## src/rtl/wash_indicator_ctrl.sv

```systemverilog
// Washer panel light/buzzer controller: phase lights (steady/blink/off), start light,
// and a buzzer that plays key beeps and a grouped end-of-program melody.
module wash_indicator_ctrl #(
    parameter int NUM_PHASES      = 3,
    parameter int KEY_COUNT       = 4,
    parameter int BEEP_TICKS      = 25_000_000,
    parameter int GAP_TICKS       = 50_000_000,
    parameter int BEEPS_PER_GROUP = 3,
    parameter int END_GROUPS      = 3,
    parameter int BLINK_HALF      = 50_000_000,
    localparam int PW = (NUM_PHASES > 1) ? $clog2(NUM_PHASES) : 1
) (
    input  logic                  clk,
    input  logic                  reset,
    input  logic                  power_on,
    input  logic [KEY_COUNT-1:0]  keys,
    input  logic [NUM_PHASES-1:0] phase_mask,
    input  logic [PW-1:0]         cur_phase,
    input  logic [1:0]            run_state,
    input  logic                  finish,
    output logic [NUM_PHASES-1:0] phase_light,
    output logic                  start_light,
    output logic                  buzzer,
    output logic                  end_done
);

    localparam int MAX_BG = (BEEP_TICKS > GAP_TICKS) ? BEEP_TICKS : GAP_TICKS;
    localparam int MAX_T  = (MAX_BG > BLINK_HALF) ? MAX_BG : BLINK_HALF;
    localparam int TW     = $clog2(MAX_T + 1);
    localparam int BW     = $clog2(BEEPS_PER_GROUP + 1);
    localparam int GW     = $clog2(END_GROUPS + 1);

    localparam logic [TW-1:0] BEEP_LAST  = TW'(BEEP_TICKS - 1);
    localparam logic [TW-1:0] GAP_LAST   = TW'(GAP_TICKS - 1);
    localparam logic [TW-1:0] BLINK_LAST = TW'(BLINK_HALF - 1);
    localparam logic [BW-1:0] BEEP_IDX_LAST = BW'(BEEPS_PER_GROUP - 1);
    localparam logic [GW-1:0] GRP_IDX_LAST  = GW'(END_GROUPS - 1);
    localparam logic [PW:0]   NP_W = (PW + 1)'(NUM_PHASES);

    typedef enum logic [2:0] {IDLE, KEY_BEEP, END_ON, END_OFF, END_GAP, DONE} state_t;

    state_t                  state;
    logic [TW-1:0]           timer;
    logic [BW-1:0]           beep_cnt;
    logic [GW-1:0]           grp_cnt;
    logic [TW-1:0]           blink_cnt;
    logic                    blink;
    logic [KEY_COUNT-1:0]    key_q;
    logic [NUM_PHASES-1:0]   pl_nxt;

    wire clear   = !reset || !power_on;
    wire key_hit = |(keys & ~key_q);
    wire running = (run_state == 2'b01);
    wire paused  = (run_state == 2'b10);
    wire cur_oor = ({1'b0, cur_phase} >= NP_W);

    // Per-phase light: done phases dark, active phase blinks, pending phases follow the mask.
    for (genvar i = 0; i < NUM_PHASES; i++) begin : g_phase
        localparam logic [PW-1:0] IDX = PW'(i);
        assign pl_nxt[i] = finish  ? 1'b1 :
                           running ? (cur_oor             ? phase_mask[i] :
                                      (IDX < cur_phase)   ? 1'b0 :
                                      (IDX == cur_phase)  ? blink : phase_mask[i]) :
                           paused  ? (phase_mask[i] | (IDX == cur_phase)) :
                                     phase_mask[i];
    end

    always_ff @(posedge clk) begin
        key_q <= keys;
        if (clear) begin
            blink_cnt   <= '0;
            blink       <= 1'b0;
            phase_light <= '0;
            start_light <= 1'b0;
        end else begin
            if (blink_cnt == BLINK_LAST) begin
                blink_cnt <= '0;
                blink     <= ~blink;
            end else begin
                blink_cnt <= blink_cnt + 1'b1;
            end
            phase_light <= pl_nxt;
            start_light <= running && !end_done;
        end
    end

    always_ff @(posedge clk) begin
        if (clear) begin
            state    <= IDLE;
            timer    <= '0;
            beep_cnt <= '0;
            grp_cnt  <= '0;
            buzzer   <= 1'b0;
            end_done <= 1'b0;
        end else begin
            case (state)
                IDLE: begin
                    timer <= '0;
                    if (key_hit) begin
                        state  <= KEY_BEEP;
                        buzzer <= 1'b1;
                    end else if (finish && !end_done) begin
                        state  <= END_ON;
                        buzzer <= 1'b1;
                    end
                end
                KEY_BEEP: begin
                    if (timer == BEEP_LAST) begin
                        timer  <= '0;
                        state  <= finish ? END_ON : IDLE;
                        buzzer <= finish;
                    end else begin
                        timer <= timer + 1'b1;
                    end
                end
                END_ON, END_OFF, END_GAP: begin
                    // Program un-finished mid-melody: abandon it and forget progress.
                    if (!finish) begin
                        state    <= IDLE;
                        buzzer   <= 1'b0;
                        timer    <= '0;
                        beep_cnt <= '0;
                        grp_cnt  <= '0;
                    end else if (state == END_ON) begin
                        if (timer == BEEP_LAST) begin
                            timer  <= '0;
                            buzzer <= 1'b0;
                            if (beep_cnt != BEEP_IDX_LAST) begin
                                beep_cnt <= beep_cnt + 1'b1;
                                state    <= END_OFF;
                            end else if (grp_cnt != GRP_IDX_LAST) begin
                                beep_cnt <= '0;
                                grp_cnt  <= grp_cnt + 1'b1;
                                state    <= END_GAP;
                            end else begin
                                beep_cnt <= '0;
                                grp_cnt  <= '0;
                                end_done <= 1'b1;
                                state    <= DONE;
                            end
                        end else begin
                            timer <= timer + 1'b1;
                        end
                    end else if (timer == ((state == END_GAP) ? GAP_LAST : BEEP_LAST)) begin
                        timer  <= '0;
                        buzzer <= 1'b1;
                        state  <= END_ON;
                    end else begin
                        timer <= timer + 1'b1;
                    end
                end
                DONE: begin
                    buzzer <= 1'b0;
                    if (!finish) begin
                        end_done <= 1'b0;
                        state    <= IDLE;
                    end
                end
                default: begin
                    state  <= IDLE;
                    buzzer <= 1'b0;
                end
            endcase
        end
    end

endmodule

```

## config.mk

```make
export PLATFORM = sky130hd
export DESIGN_NAME = wash_indicator_ctrl
export DESIGN_NICKNAME = d
export VERILOG_FILES = /design/src/rtl/wash_indicator_ctrl.sv
export SDC_FILE = /design/constraint.sdc
export NUM_CORES = 1
export LEC_CHECK = 0
export ABC_AREA = 1
export BUFFER_PORTS_ARGS = -buffer_cell sky130_fd_sc_hd__buf_2
export CAP_MARGIN = 30
export CORE_MARGIN = 4
export CORE_UTILIZATION = 61
export CTS_CLUSTER_SIZE = 10
export DETAILED_ROUTE_END_ITERATION = 8
export PLACE_DENSITY = 0.78
export SETUP_SLACK_MARGIN = 0.4
export SYNTH_ARGS = -nofsm -noshare
export SYNTH_HDL_FRONTEND = slang
export SYNTH_SLANG_ARGS = --single-unit
```

## constraint.sdc

```tcl
create_clock -name clk -period 1.8 [get_ports clk]
set_input_delay 0.36 -clock clk [delete_from_list [all_inputs] [get_ports clk]]
set_output_delay 0.36 -clock clk [all_outputs]
set_load 0.005 [all_outputs]
```

==> impl_results.md <==
* Worst-skew pair later-pin latency at 370 ps
* Layout area overhead at 41.03%
* Core area at 0.006026 sq mm
* Synthesized instance count at between 500 and 600
* Final cell area excluding filler cells at about 0.0055 sq mm
* Routed wire length at 15,710 um
* Primary FF master, synth: dfxtp_1
* Die X at 87.68 um
* Vias in the first global route at 4,249
* Final min period at 1898 ps
* Buf/Inv on CP at 2
* Setup crit start kind: flip-flop
* Buffers on Ports at 20
* Area leader, netlist: dfxtp_1
* HPWL after detailed placement at 7234 um
* RSZ-0062 raised after global routing: yes
* Clock root buffer master: clkbuf_8
* Avg Vias per Cell at 6.660
* Post-layout net count at slightly below 700
* Final setup fails at 25
* CP max stage cell: dfxtp_1
* Worst Clk Skew at 11.67 ps
* Data arrival time of the critical path at between 2000 and 2500 ps
* Share of post-route cells with drive strength above 1 at 36.55%
* Pwr/cell area at between 700 and 800 mW/mm^2
* Final global-route overflow total at 0
* Routability cong. at 1.024
* DRT iter0 DRCs at 836
* Family with the most delay on the worst path: simple AND/OR/NAND/NOR gates
* IO Count at 21
* CP Class: flip-flop to flip-flop
* CTS Buffer Depth at 2
* Initial core utilization at around 64%
* Std-Cell Rows at 28
* Violations in the final reports: setup timing
* LEAKAGE at 0.002109 uW
* Fin Setup TNS at -1102 ps
* Die Y at 87.68 um
* Total GRT Usage at ~33%
* Clock sinks at 70
* Initial antenna violation count at 0
* Final ANT Viol Nets at 0
* Mean Syn Cell Area at 6.575 sq um
* Setup ws final at -98.06 ps
* Compound-Gate Fraction of Synth Area at 8.336%
* Rel. slew slack at 61.84%
* Synth Area in XOR/XNOR at 3.393%
* Count leader, synth: nand2_1
* Simple-Gate Fraction of Synth Area at 42.07%
* Via count at 4,982
* Dominant cells by area after synthesis: dfxtp_1 36%, nand2_1 11%, nor2_1 10%, inv_1 7.5%, nor3_1 4.8%
* First-pass GRT wire length at around 20,000 um
* Final Power at roughly 4000 uW
* Distinct cells, synth at slightly above 40
* Worst-path clk slew at ~80 ps
* Tightest Pin Transition at between 500 and 600 ps
* First-pass DRT Iterations at 7
* Outcome: finished, violations left
* WL per Instance at 21.00 um
* CP max FO at 4
* CP peak stage delay at approximately 430 ps
* CP required at 2050 ps
* Seq/Total Area, Yosys at 36.19%
* Placed inst area at approximately 0.0043 sq mm
* Synthesis warning total at 0
* Share of the synthesized area in the top cell type at 36.19%
* Cell Area, Synth at approximately 0.0039 sq mm
* H-tree depth at 3
* Max cap viols at 0
* Pre-CTS WS at 72.03 ps
* Slew Viols, Final at 0
* Top cell types by occurrence after synthesis: 117 x nand2_1, 105 x nor2_1, 77 x inv_1
* TritonCTS clock tree: built
* Inserted Diodes at 0
* Fmax at 526.9 MHz
* # hold bufs at CTS at 0
* Post-route clock period utilization at 105.4%
* Flops & latches, synth at 70
* Critical Path Sink Type: flip-flop
* Cts bufs inserted at 9
* Die ar. at just under 0.008 sq mm
* Maximum vdd drop at roughly 820 uV
* Largest family of logic cells by synthesized area: simple AND/OR/NAND/NOR gates
* Post-synthesis net count at 606
* Largest net degree at the start of global routing at 13
* Async set or reset register ratio after synthesis at 0%
* Post-Synth Adder-Cell Area at less than 1%
* Final Hold Fails at 0
* Post-synth EDFFs at 0
* Hold crit path type: input port to flip-flop
* Drt drc at 0
* Critical path cell sequence: nand4_1 > nor2_4 > buf_4 > nand4_1 > buf_4 > nor3_2 > nor3_2
* Mux contribution to synthesized area at 0%
[per-stage QoR]
step	std cells	hold WS, ps	utilization, %
2_1_floorplan	589	387.7	-
3_3_place_gp	700	441.6	71.39
3_5_place_dp	700	450.6	71.39
4_1_cts	735	118.0	83.47
5_1_grt	748	102.3	90.64
6_report	748	110.8	90.64
[kinds of logic after synthesis]
group,after synthesis
fa+ha+maj,2
compound gates,56
buf+inv,91
simple gates,355
xor+xnor,15
flops,70
[placed cells by master, fill, tap and decap left out, drive strengths merged, types with 3 or more instances in the layout]
master	count
nand2	122
nor2	116
inv	82
buf	76
dfxtp	70
nand3	38
nor3	38
nand4	25
a21oi	22
o21ai	21
xor2	11
clkbuf	11
xnor2	4
bufinv	4
nor4	4
or2	4
nand3b	3
a31oi	3
nor3b	3
[layer usage]
| metal | vias to the layer above | track usage (%) | share of wire, % |
|---|---|---|---|
| met1 | 2207 | 43.55 | 35 |
| met3 | 185 | 6.209 | 14 |
| met4 | 0 | 18.27 | 8.0 |
| li1 | 2082 | - | - |
| met2 | 508 | 51.92 | 44 |
| met5 | - | 0 | 0 |
[state kept, by name, summed over array words and instances (netlist names)]
register and count:
beep_cnt 2, start_light 1, phase_light 3, end_done 1, grp_cnt 2, blink 1
timer 26, buzzer 1, key_q 4, state 3, blink_cnt 26
[final cells by class]
class                   count  area, sq um
multi-input cells         429         2650
clock inverters             5        128.9
well taps                  75        93.84
repair buffers             76        671.9
clock buffers              11        141.4
fillers                   249        564.3
flip-flops and latches     70         1466
inverters                  82        309.0
[timing repair]
action | in CTS | in global routing
gates resized for setup | 79 | 87
pin swaps | 34 | 19
buffers inserted | 16 | 13
endpoints found under the setup margin | 62 | 62
cloned | 3 | 0
[final timing paths]
| kind | startpoint | end | slack [ps] | depth (start not counted) |
|---|---|---|---|---|
| max | timer[8] | timer[15] | -100 | 7 |
| min reg2reg | blink_cnt[0] | blink_cnt[0] | 470 | 1 |
| min | keys[2] | key_q[2] | 110 | 1 |
| max reg2reg | timer[8] | timer[15] | -100 | 7 |
[worst reg2reg max path, delay by kind of cell, from the launching register on]
kind	cells	cell delay (ps)
buf+inv	2	370
simple gates	5	970
flops	1	430
[where the power goes]
| part | leakage (uW) | internal, uW | switching (uW) | total (uW) |
|---|---|---|---|---|
| clock | 0.000134 | 1100 | 669 | 1770 |
| combinational | 0.00139 | 265 | 358 | 624 |
| sequential | 0.000586 | 1570 | 41.6 | 1610 |
Note: power is estimated with default switching activity, not from simulation.
